File: config.mk
export PLATFORM = sky130hd
export DESIGN_NAME = imem_loadable_flat
export DESIGN_NICKNAME = d
export VERILOG_FILES = /design/src/rtl/imem_loadable_if.sv /design/src/rtl/imem_loadable.sv /design/src/flat_wrapper.sv
export SDC_FILE = /design/constraint.sdc
export NUM_CORES = 2
export LEC_CHECK = 0
export BUFFER_PORTS_ARGS = -buffer_cell sky130_fd_sc_hd__buf_2
export CAP_MARGIN = 0
export CELL_PAD_IN_SITES_DETAIL_PLACEMENT = 0
export CELL_PAD_IN_SITES_GLOBAL_PLACEMENT = 1
export CORE_MARGIN = 1.5
export CORE_UTILIZATION = 40
export DETAILED_ROUTE_END_ITERATION = 8
export PLACE_DENSITY_LB_ADDON = 0.1
export SLEW_MARGIN = 20
export SYNTH_ARGS = -nofsm -noshare
export SYNTH_HDL_FRONTEND = slang
export SYNTH_SLANG_ARGS = --single-unit
export TNS_END_PERCENT = 50
File: constraint.sdc
create_clock -name clk -period 9.8 [get_ports clk]
set_input_delay 0.98 -clock clk [delete_from_list [all_inputs] [get_ports clk]]
set_output_delay 0.98 -clock clk [all_outputs]
set_load 0.05 [all_outputs]
File: src/rtl/imem_loadable_if.sv
// Load, fetch-request and fetch-response bundle of the instruction memory.
// master = the side that loads programs and issues fetches; slave = the memory.
interface imem_loadable_if #(
  parameter int ADDR_W = 6
);
  logic              ld_valid;
  logic              ld_ready;
  logic [ADDR_W-1:0] ld_addr;
  logic [31:0]       ld_data;
  logic              req_valid;
  logic              req_ready;
  logic [31:0]       req_pc;
  logic              resp_valid;
  logic [31:0]       resp_instr;
  logic [1:0]        resp_fault;

  modport master (
    output ld_valid, ld_addr, ld_data, req_valid, req_pc,
    input  ld_ready, req_ready, resp_valid, resp_instr, resp_fault
  );

  modport slave (
    input  ld_valid, ld_addr, ld_data, req_valid, req_pc,
    output ld_ready, req_ready, resp_valid, resp_instr, resp_fault
  );
endinterface

File: src/rtl/imem_loadable.sv
// Loadable instruction memory for the fetch stage.
// After reset it clears itself one word per cycle (DEPTH cycles, busy=1),
// then accepts program loads and fetches every cycle. A fetch accepted at
// edge k is visible on resp_* right after edge k+LATENCY-1, i.e. a consumer
// samples it LATENCY edges after the accept. Misaligned / out-of-range PCs
// return a NOP (0) with fault bits instead of aliasing.
// Optional macro IMEM_BOOT_PROG_EN: the clear pass writes a 3-word boot
// program at words 0..2 instead of zeros.
module imem_loadable #(
  parameter  int DEPTH   = 64,
  parameter  int LATENCY = 1,
  localparam int ADDR_W  = $clog2(DEPTH)
) (
  input  logic             clk,
  input  logic             rst,
  imem_loadable_if.slave   bus,
  output logic             busy
);

  typedef enum logic {CLEAR, RUN} state_t;

  state_t            state, state_nxt;
  logic [ADDR_W-1:0] cnt;
  logic [31:0]       mem [DEPTH];
  logic              ld_fire, req_fire;
  logic [ADDR_W-1:0] rd_idx;
  logic [1:0]        fault_in;
  logic [31:0]       clr_word;

  logic [LATENCY:1]        vld_pipe;
  logic [LATENCY:1][31:0]  instr_pipe;
  logic [LATENCY:1][1:0]   fault_pipe;

  assign ld_fire  = bus.ld_valid  & bus.ld_ready;
  assign req_fire = bus.req_valid & bus.req_ready;
  assign rd_idx   = bus.req_pc[ADDR_W+1:2];
  // Any set bit above the word index means the PC is past the array.
  assign fault_in = {|bus.req_pc[31:ADDR_W+2], |bus.req_pc[1:0]};

  // Word written by the clear pass at the current counter position.
  always_comb begin
    clr_word = '0;
`ifdef IMEM_BOOT_PROG_EN
    case (cnt)
      ADDR_W'(0): clr_word = 32'h2010_0015;  // addi $16,$0,21
      ADDR_W'(1): clr_word = 32'h2011_0017;  // addi $17,$0,23
      ADDR_W'(2): clr_word = 32'h0800_0000;  // j 0
      default:    clr_word = '0;
    endcase
`endif
  end

  // State register and clear counter; the counter wraps back to 0 on exit.
  always_ff @(posedge clk) begin
    if (!rst) begin
      state <= CLEAR;
      cnt   <= '0;
    end else begin
      state <= state_nxt;
      if (state == CLEAR) cnt <= cnt + 1'b1;
    end
  end

  // Next state and handshake readiness.
  always_comb begin
    state_nxt     = state;
    busy          = 1'b0;
    bus.ld_ready  = 1'b0;
    bus.req_ready = 1'b0;
    case (state)
      CLEAR: begin
        busy = 1'b1;
        if (cnt == ADDR_W'(DEPTH-1)) state_nxt = RUN;
      end
      RUN: begin
        bus.ld_ready  = 1'b1;
        bus.req_ready = 1'b1;
      end
      default: state_nxt = CLEAR;
    endcase
  end

  // Single write port: clear pass while clearing, program loads while running.
  always_ff @(posedge clk) begin
    if (rst) begin
      if (state == CLEAR)  mem[cnt]         <= clr_word;
      else if (ld_fire)    mem[bus.ld_addr] <= bus.ld_data;
    end
  end

  // Response pipeline. Stage 1 reads the array at the accept edge, so a
  // same-edge load to that word is not yet visible (read-before-write).
  // Data stages only move with a valid, so outputs hold between pulses.
  always_ff @(posedge clk) begin
    if (!rst) begin
      vld_pipe   <= '0;
      instr_pipe <= '0;
      fault_pipe <= '0;
    end else begin
      vld_pipe[1] <= req_fire;
      if (req_fire) begin
        instr_pipe[1] <= (|fault_in) ? 32'h0 : mem[rd_idx];
        fault_pipe[1] <= fault_in;
      end
      for (int i = 2; i <= LATENCY; i++) begin
        vld_pipe[i] <= vld_pipe[i-1];
        if (vld_pipe[i-1]) begin
          instr_pipe[i] <= instr_pipe[i-1];
          fault_pipe[i] <= fault_pipe[i-1];
        end
      end
    end
  end

  assign bus.resp_valid = vld_pipe[LATENCY];
  assign bus.resp_instr = instr_pipe[LATENCY];
  assign bus.resp_fault = fault_pipe[LATENCY];

endmodule
File: src/flat_wrapper.sv
// flat-port wrapper written by rule: the top's interface ports become plain ports
module imem_loadable_flat 
#(
  parameter  int DEPTH   = 64,
  parameter  int LATENCY = 1,
  localparam int ADDR_W  = $clog2(DEPTH)
)
  (clk, rst, busy, bus_ld_valid, bus_ld_addr, bus_ld_data, bus_req_valid, bus_req_pc, bus_ld_ready, bus_req_ready, bus_resp_valid, bus_resp_instr, bus_resp_fault);
  imem_loadable_if bus_i ();
  input  logic clk;
  input  logic rst;
  output logic busy;
  input wire logic [$bits(bus_i.ld_valid)-1:0] bus_ld_valid;
  input wire logic [$bits(bus_i.ld_addr)-1:0] bus_ld_addr;
  input wire logic [$bits(bus_i.ld_data)-1:0] bus_ld_data;
  input wire logic [$bits(bus_i.req_valid)-1:0] bus_req_valid;
  input wire logic [$bits(bus_i.req_pc)-1:0] bus_req_pc;
  output wire logic [$bits(bus_i.ld_ready)-1:0] bus_ld_ready;
  output wire logic [$bits(bus_i.req_ready)-1:0] bus_req_ready;
  output wire logic [$bits(bus_i.resp_valid)-1:0] bus_resp_valid;
  output wire logic [$bits(bus_i.resp_instr)-1:0] bus_resp_instr;
  output wire logic [$bits(bus_i.resp_fault)-1:0] bus_resp_fault;
  assign bus_i.ld_valid = bus_ld_valid;
  assign bus_i.ld_addr = bus_ld_addr;
  assign bus_i.ld_data = bus_ld_data;
  assign bus_i.req_valid = bus_req_valid;
  assign bus_i.req_pc = bus_req_pc;
  assign bus_ld_ready = bus_i.ld_ready;
  assign bus_req_ready = bus_i.req_ready;
  assign bus_resp_valid = bus_i.resp_valid;
  assign bus_resp_instr = bus_i.resp_instr;
  assign bus_resp_fault = bus_i.resp_fault;
  imem_loadable #(.DEPTH(DEPTH), .LATENCY(LATENCY)) u_core (.clk(clk), .rst(rst), .bus(bus_i), .busy(busy));
endmodule
Word-level counts from Yosys, hierarchy flattened
Memories as Yosys holds them, arrays and structs flattened.
Cells that the tools add are included.
{"block": "op_classes", "reduce_logical": 4, "eq_ne": 1, "n_bitwise": 2, "n_addsub": 1, "mux": 14}
{"operator": "32-bit two-way mux", "n": 2}
{"operator": "32-bit OR reduction", "n": 1}
{"operator": "26-bit OR reduction", "n": 1}
{"operator": "24-bit OR reduction", "n": 1}
{"operator": "1-bit two-way mux", "n": 11}
{"operator": "6-bit by 1-bit adder with 6-bit output (second input constant)", "n": 1}
{"operator": "6-bit == test (second input constant)", "n": 1}
{"operator": "6-bit two-way mux", "n": 1}
{"operator": "1-bit AND", "n": 2}
{"operator": "2-bit OR reduction", "n": 1}
{"block": "word_totals", "memories": 1, "in_bits": 74, "reg_bits": 42, "out_inout_bits": 38, "elab_cells": 28, "ramBits": 2048}
{"memory": "u_core.mem", "depth": 64, "width": 32, "read_ports": 1, "rd_clocked_by_memory_dff": 0, "write_ports": 1, "line_no": "imem_loadable.sv:24", "source": "logic [31:0] mem [DEPTH];"}

Logic depth before layout (Yosys ltp)
{"block": "depth", "word_depth": 8, "mapped_depth": 11, "ltp_nobuf": 5}

Worst setup path after synthesis
No wires, ideal clock.
{"block": "synth_timing", "kind": "input to register", "start": "input rst", "end": "memory u_core.mem[10][0] (enable)", "n_path_buf": 2, "path_stages": 7, "t_required_ns": 9.379, "slack_ns": 5.906, "t_arrival_ns": 3.473, "setup_time_ns": 0.421, "path_cell_list": "and3_1 clkbuf_1 clkbuf_1 nand2_1 o31ai_1 nand2_1 nor2_1"}
{"block": "synth_via", "elab_chain_cells": 4, "word_cells_on_any_way": 7, "cone_classes": "mux: 6; reduce/logical: 1"}
{"element": "start, declared", "line_no": "flat_wrapper.sv:11", "source": "input logic rst;"}
{"element": "1-bit two-way mux", "line_no": "imem_loadable.sv:85", "source": "if (rst) begin"}
{"element": "1-bit two-way mux (not written as such)", "line_no": "imem_loadable.sv:87", "source": "else if (ld_fire) mem[bus.ld_addr] <= bus.ld_data;"}
{"element": "32-bit OR reduction (no line)"}
{"element": "6-bit two-way mux (no line) / 1-bit two-way mux (equally long branches)"}
{"element": "end, declared", "line_no": "imem_loadable.sv:24"}
Parallel ways exist; a longest one is shown, timed or not.

Worst setup path after layout
{"block": "layout_timing", "start": "input bus_req_pc[2]", "end": "register u_core.instr_pipe (netlist bit u_core.bus.resp_instr[22])"}
{"block": "layout_via", "elab_chain_cells": 2}
{"element": "start, declared", "line_no": "flat_wrapper.sv:17", "source": "input wire logic [$bits(bus_i.req_pc)-1:0] bus_req_pc;"}
{"element": "memory read 64 x 32 bit"}
{"element": "32-bit two-way mux", "line_no": "imem_loadable.sv:102", "source": "instr_pipe[1] <= (|fault_in) ? 32'h0 : mem[rd_idx];"}
{"element": "end signal, assigned by index", "line_no": "imem_loadable.sv:108", "source": "instr_pipe[i] <= instr_pipe[i-1];"}
{"element": "end, declared", "line_no": "imem_loadable.sv:31", "source": "logic [LATENCY:1][31:0] instr_pipe;"}
No other way between the ends.
A chain may end at the register's enable or synchronous reset.

==> run_results.csv <==
group,metric,value,unit
drt,drtIter0Drc,4172,
clock_network,worst_skew_pair.late_latency,0.85,ns
critical_path,start_kind,"input pin",
clock_network,post_cts_resized,0,
synth,synthesis.area,0.0806,sq mm
critical_path,worstPathArrival,5.12,ns
sta,rsz0062_at_grt,"no",
clock_network,cts_sinks,2090,
critical_path,path_max_fanout,41,
critical_path,path_cells,"buf_8, buf_4, buf_4, mux4_2, and2_1, a2111oi_1, a2111oi_0, a22o_1",
sta,relSlewSlack,14.5,%
drt,dr_wl_met3,12.9,mm
clock_network,cts_setup_buffers,0,
synth,yosysWarnings,0,
run_status,outcome,"finished, final reports clean",
drt,firstDrtPassIters,6,
sta,final.setup.tns,0,ns
floorplanning,dieArea,0.204,sq mm
place,dp_hpwl,130,mm
synth,synth_top_area_share,76.3,%
clock_network,root_buffer,"clkbuf_16",
critical_path,regToRegSetupSlack,5.97,ns
synth,synth_nets,4013,
drt,routed_wl,236,mm
critical_path,cp.required,10.54,ns
critical_path,r2r_cells,6,
global_routing,first_global_vias,40854,
place,port_buffers,111,
pwr,p_int,14.5,mW
sta,skew,0.0311,ns
pwr,vdd_drop_max,0.205,mV
synth,synth_seq_cells,2090,
drt,drc,0,
clock_network,cts_tree,"done",
finish,drive_gt1_share,25.2,%
finish,final_cells,7048,
critical_path,crit_path_top_delay_cell,"a2111oi_1",
place,dp.cells,6639,
global_routing,grt_antenna_before_repair,22,
drt,top_layer,"met5",
synth,postSynthAreaPerCell,20.5,sq um
sta,worst_pin_slew,1.28,ns
critical_path,cp-endpoint,"u_core.bus.resp_instr[22]",
sta,final-hold-violation-count,0,
clock_network,cts_max_path_buffers,3,
sta,slew_viol_final,0,
pwr,netSwitchingFraction,20.8,%
floorplanning,io_pins,112,
finish,fill_cells,16844,
finish,fin_nets,4279,
drt,wl_met1,105,mm
place,place_congestion,0.761,
sta,fin_hold_ws,0.397,ns
clock_network,cts_buffers,218,
drt,vias,40426,
synth,ys_types,61,
global_routing,grt_max_degree,99,
pwr,p_comb_share,3.5,%
hold_path,hp-class,"input pin to flop",
critical_path,crit_path_end_kind,"flop",
finish,area_growth,14.1,%
pwr,leakage,32.4,nW
finish,finalInstanceArea,0.0920,sq mm
critical_path,worst_setup_path_startpoint,"bus_req_pc[2]",
critical_path,crit_top_cell,"buf_4",
sta,post-route-min-period,4.38,ns
drt,postRouteAntennaNets,0,
sta,setup_viol,0,
synth,synthFlopType,"edfxtp_1",
synth,synth_area_leader_cell,"edfxtp_1",
sta,max_freq,228,MHz
pwr,p_clk_share,43.4,%
synth,yosys-top-cells-area,"edfxtp_1 (76%), mux4_2 (9.8%), mux2i_1 (3.6%), nand2_1 (1.2%), dfxtp_1 (1.0%)",
floorplanning,start_util,40.3,%
clock_network,cts.reportedPaths.clkPinSlew,0.06,ns
place,pre_cts_ws,4.56,ns
critical_path,r2r_end,"u_core.mem[0][23]",
place,placed_cell_area,0.0851,sq mm
critical_path,worst_r2r_startpoint,"u_core.state",
floorplanning,chipWidth,452,um
finish,multi_input_area,0.0176,sq mm
synth,synth_enable_flop_cells,2048,
clock_network,htreeDepth,4,
critical_path,critPathKind,"input pin to flop",
synth,async_flop_share,0,%
finish,register_area,0.0623,sq mm
synth,syn_inst,3938,
clock_network,post_cts_hold_buffer_count,0,
pwr,power_density,199,mW/mm^2
drt,vias_per_cell,5.74,
floorplanning,core,0.200,sq mm
floorplanning,die-height,452,um
drt,wl_met2,112,mm
sta,setup_ws,5.42,ns
synth,seq_area_frac_synth,77.4,%
global_routing,grt_first_pass_wirelength,327,mm
global_routing,grt_usage,23.0,%
pwr,switching_power,3.81,mW
floorplanning,num_rows,164,
run,maxCapViolCount,0,
drt,routedWlPerCell,33.4,um
global_routing,gr-total-overflow,0,
critical_path,worst_path_largest_cell_delay,0.89,ns
pwr,p_seq_share,53.1,%
sta,min_period_over_period,44.7,%
## layout make-up
class                      count  share of cell area (%)
sequential                  2090                    67.8
tap                         2656                    3.61
clock inverter                81                   0.629
clock buffer                 320                    6.77
antenna                        7                  0.0190
timing repair buffer         277                    2.06
inverter                       4                  0.0177
multi-input combinational   1613                    19.1
## worst min-delay path by stage
stage / start / to / slack, ns / cells past startpoint
finish: bus_req_valid / u_core.bus.resp_valid / 0.40 / 2
global route: bus_req_valid / u_core.bus.resp_valid / 0.36 / 2
CTS: bus_req_valid / u_core.bus.resp_valid / 0.33 / 2
detailed placement: u_core.bus.resp_instr[25] / u_core.bus.resp_instr[25] / 0.48 / 2
global placement: u_core.bus.resp_fault[0] / u_core.bus.resp_fault[0] / 0.48 / 1
floorplan: u_core.cnt[5] / u_core.state / 0.51 / 2
## kinds of logic after synthesis
logic type	share of synthesized area, %
fa+ha+maj	0.0155
compound gates	4.01
xor+xnor	0.0543
simple gates	2.61
mux	14.3
flops	77.4
buf+inv	1.61
## power groups by stage
stage	clock network [mW]	logic [mW]	registers, mW
2_1_floorplan	0	0.404	9.88
3_3_place_gp	0	0.657	9.89
3_5_place_dp	0	0.657	9.89
4_1_cts	8.09	0.659	9.70
5_1_grt	8.42	0.685	9.70
6_report	7.93	0.648	9.70
## layer usage
layer | up-vias | GRT usage, %
li1 | 16904 | -
met1 | 22024 | 33.4
met2 | 1239 | 36.7
met3 | 257 | 3.34
met4 | 2 | 5.66
met5 | - | 0
## through the flow
stage | power [mW] | util (%)
6_report | 18.3 | 46.0
5_1_grt | 18.8 | 46.0
4_1_cts | 18.4 | 45.9
3_5_place_dp | 10.5 | 42.5
3_3_place_gp | 10.5 | 42.5
2_1_floorplan | 10.3 | -
## cell usage after synthesis, types with 6 or more instances
library cell,number
a22o_1,11
nand2_1,251
edfxtp_1,2048
nor2b_1,29
buf_1,11
and2_1,42
nand3_1,14
o221ai_1,70
clkbuf_1,74
o31ai_1,23
a311o_1,17
a21oi_1,71
buf_2,93
a221oi_1,41
dfxtp_1,42
o21ai_0,12
nor4_1,6
a2111oi_0,13
o2111ai_1,19
o41ai_1,14
mux2i_1,288
mux2_2,69
o22ai_1,16
nand2b_1,10
nor2_1,97
a211oi_1,59
nand3b_1,7
buf_4,33
mux4_2,351
a22oi_1,27
a311oi_1,11
buf_6,17
## registers in the layout, summed over array words and instances (netlist names)
| name | count |
|---|---|
| u_core.mem | 2048 |
| u_core.cnt | 6 |
| u_core.bus.resp_fault | 2 |
| u_core.bus.resp_instr | 32 |
| u_core.state | 1 |
| u_core.bus.resp_valid | 1 |
## critical path, delay by kind of cell
| kind | cells | cell delay, ns |
|---|---|---|
| AND/OR/NAND/NOR | 1 | 0.16 |
| buffers and inverters | 3 | 1.79 |
| multiplexers | 1 | 0.58 |
| AO/OA/AOI/OAI | 3 | 1.40 |
## layout by cell type, fill, tap and decap left out, types with 11 or more instances in the layout
master,instances
a2111oi_0,12
a211oi_1,54
a21oi_1,71
a221oi_1,41
a22o_1,11
a22oi_1,27
a311o_1,17
and2_2,30
buf_2,106
buf_4,163
clkbuf_1,73
clkbuf_16,227
clkbuf_8,20
clkinv_1,43
clkinv_2,26
dfxtp_1,42
edfxtp_1,2048
mux2_2,69
mux2i_1,288
mux4_2,351
nand2_1,251
nand3_1,13
nor2_1,30
nor2_4,65
nor2b_1,26
o2111ai_1,19
o21ai_0,12
o221ai_1,70
o22ai_1,16
o31ai_1,23
o41ai_1,14
Power figures use the tool's default switching activity.
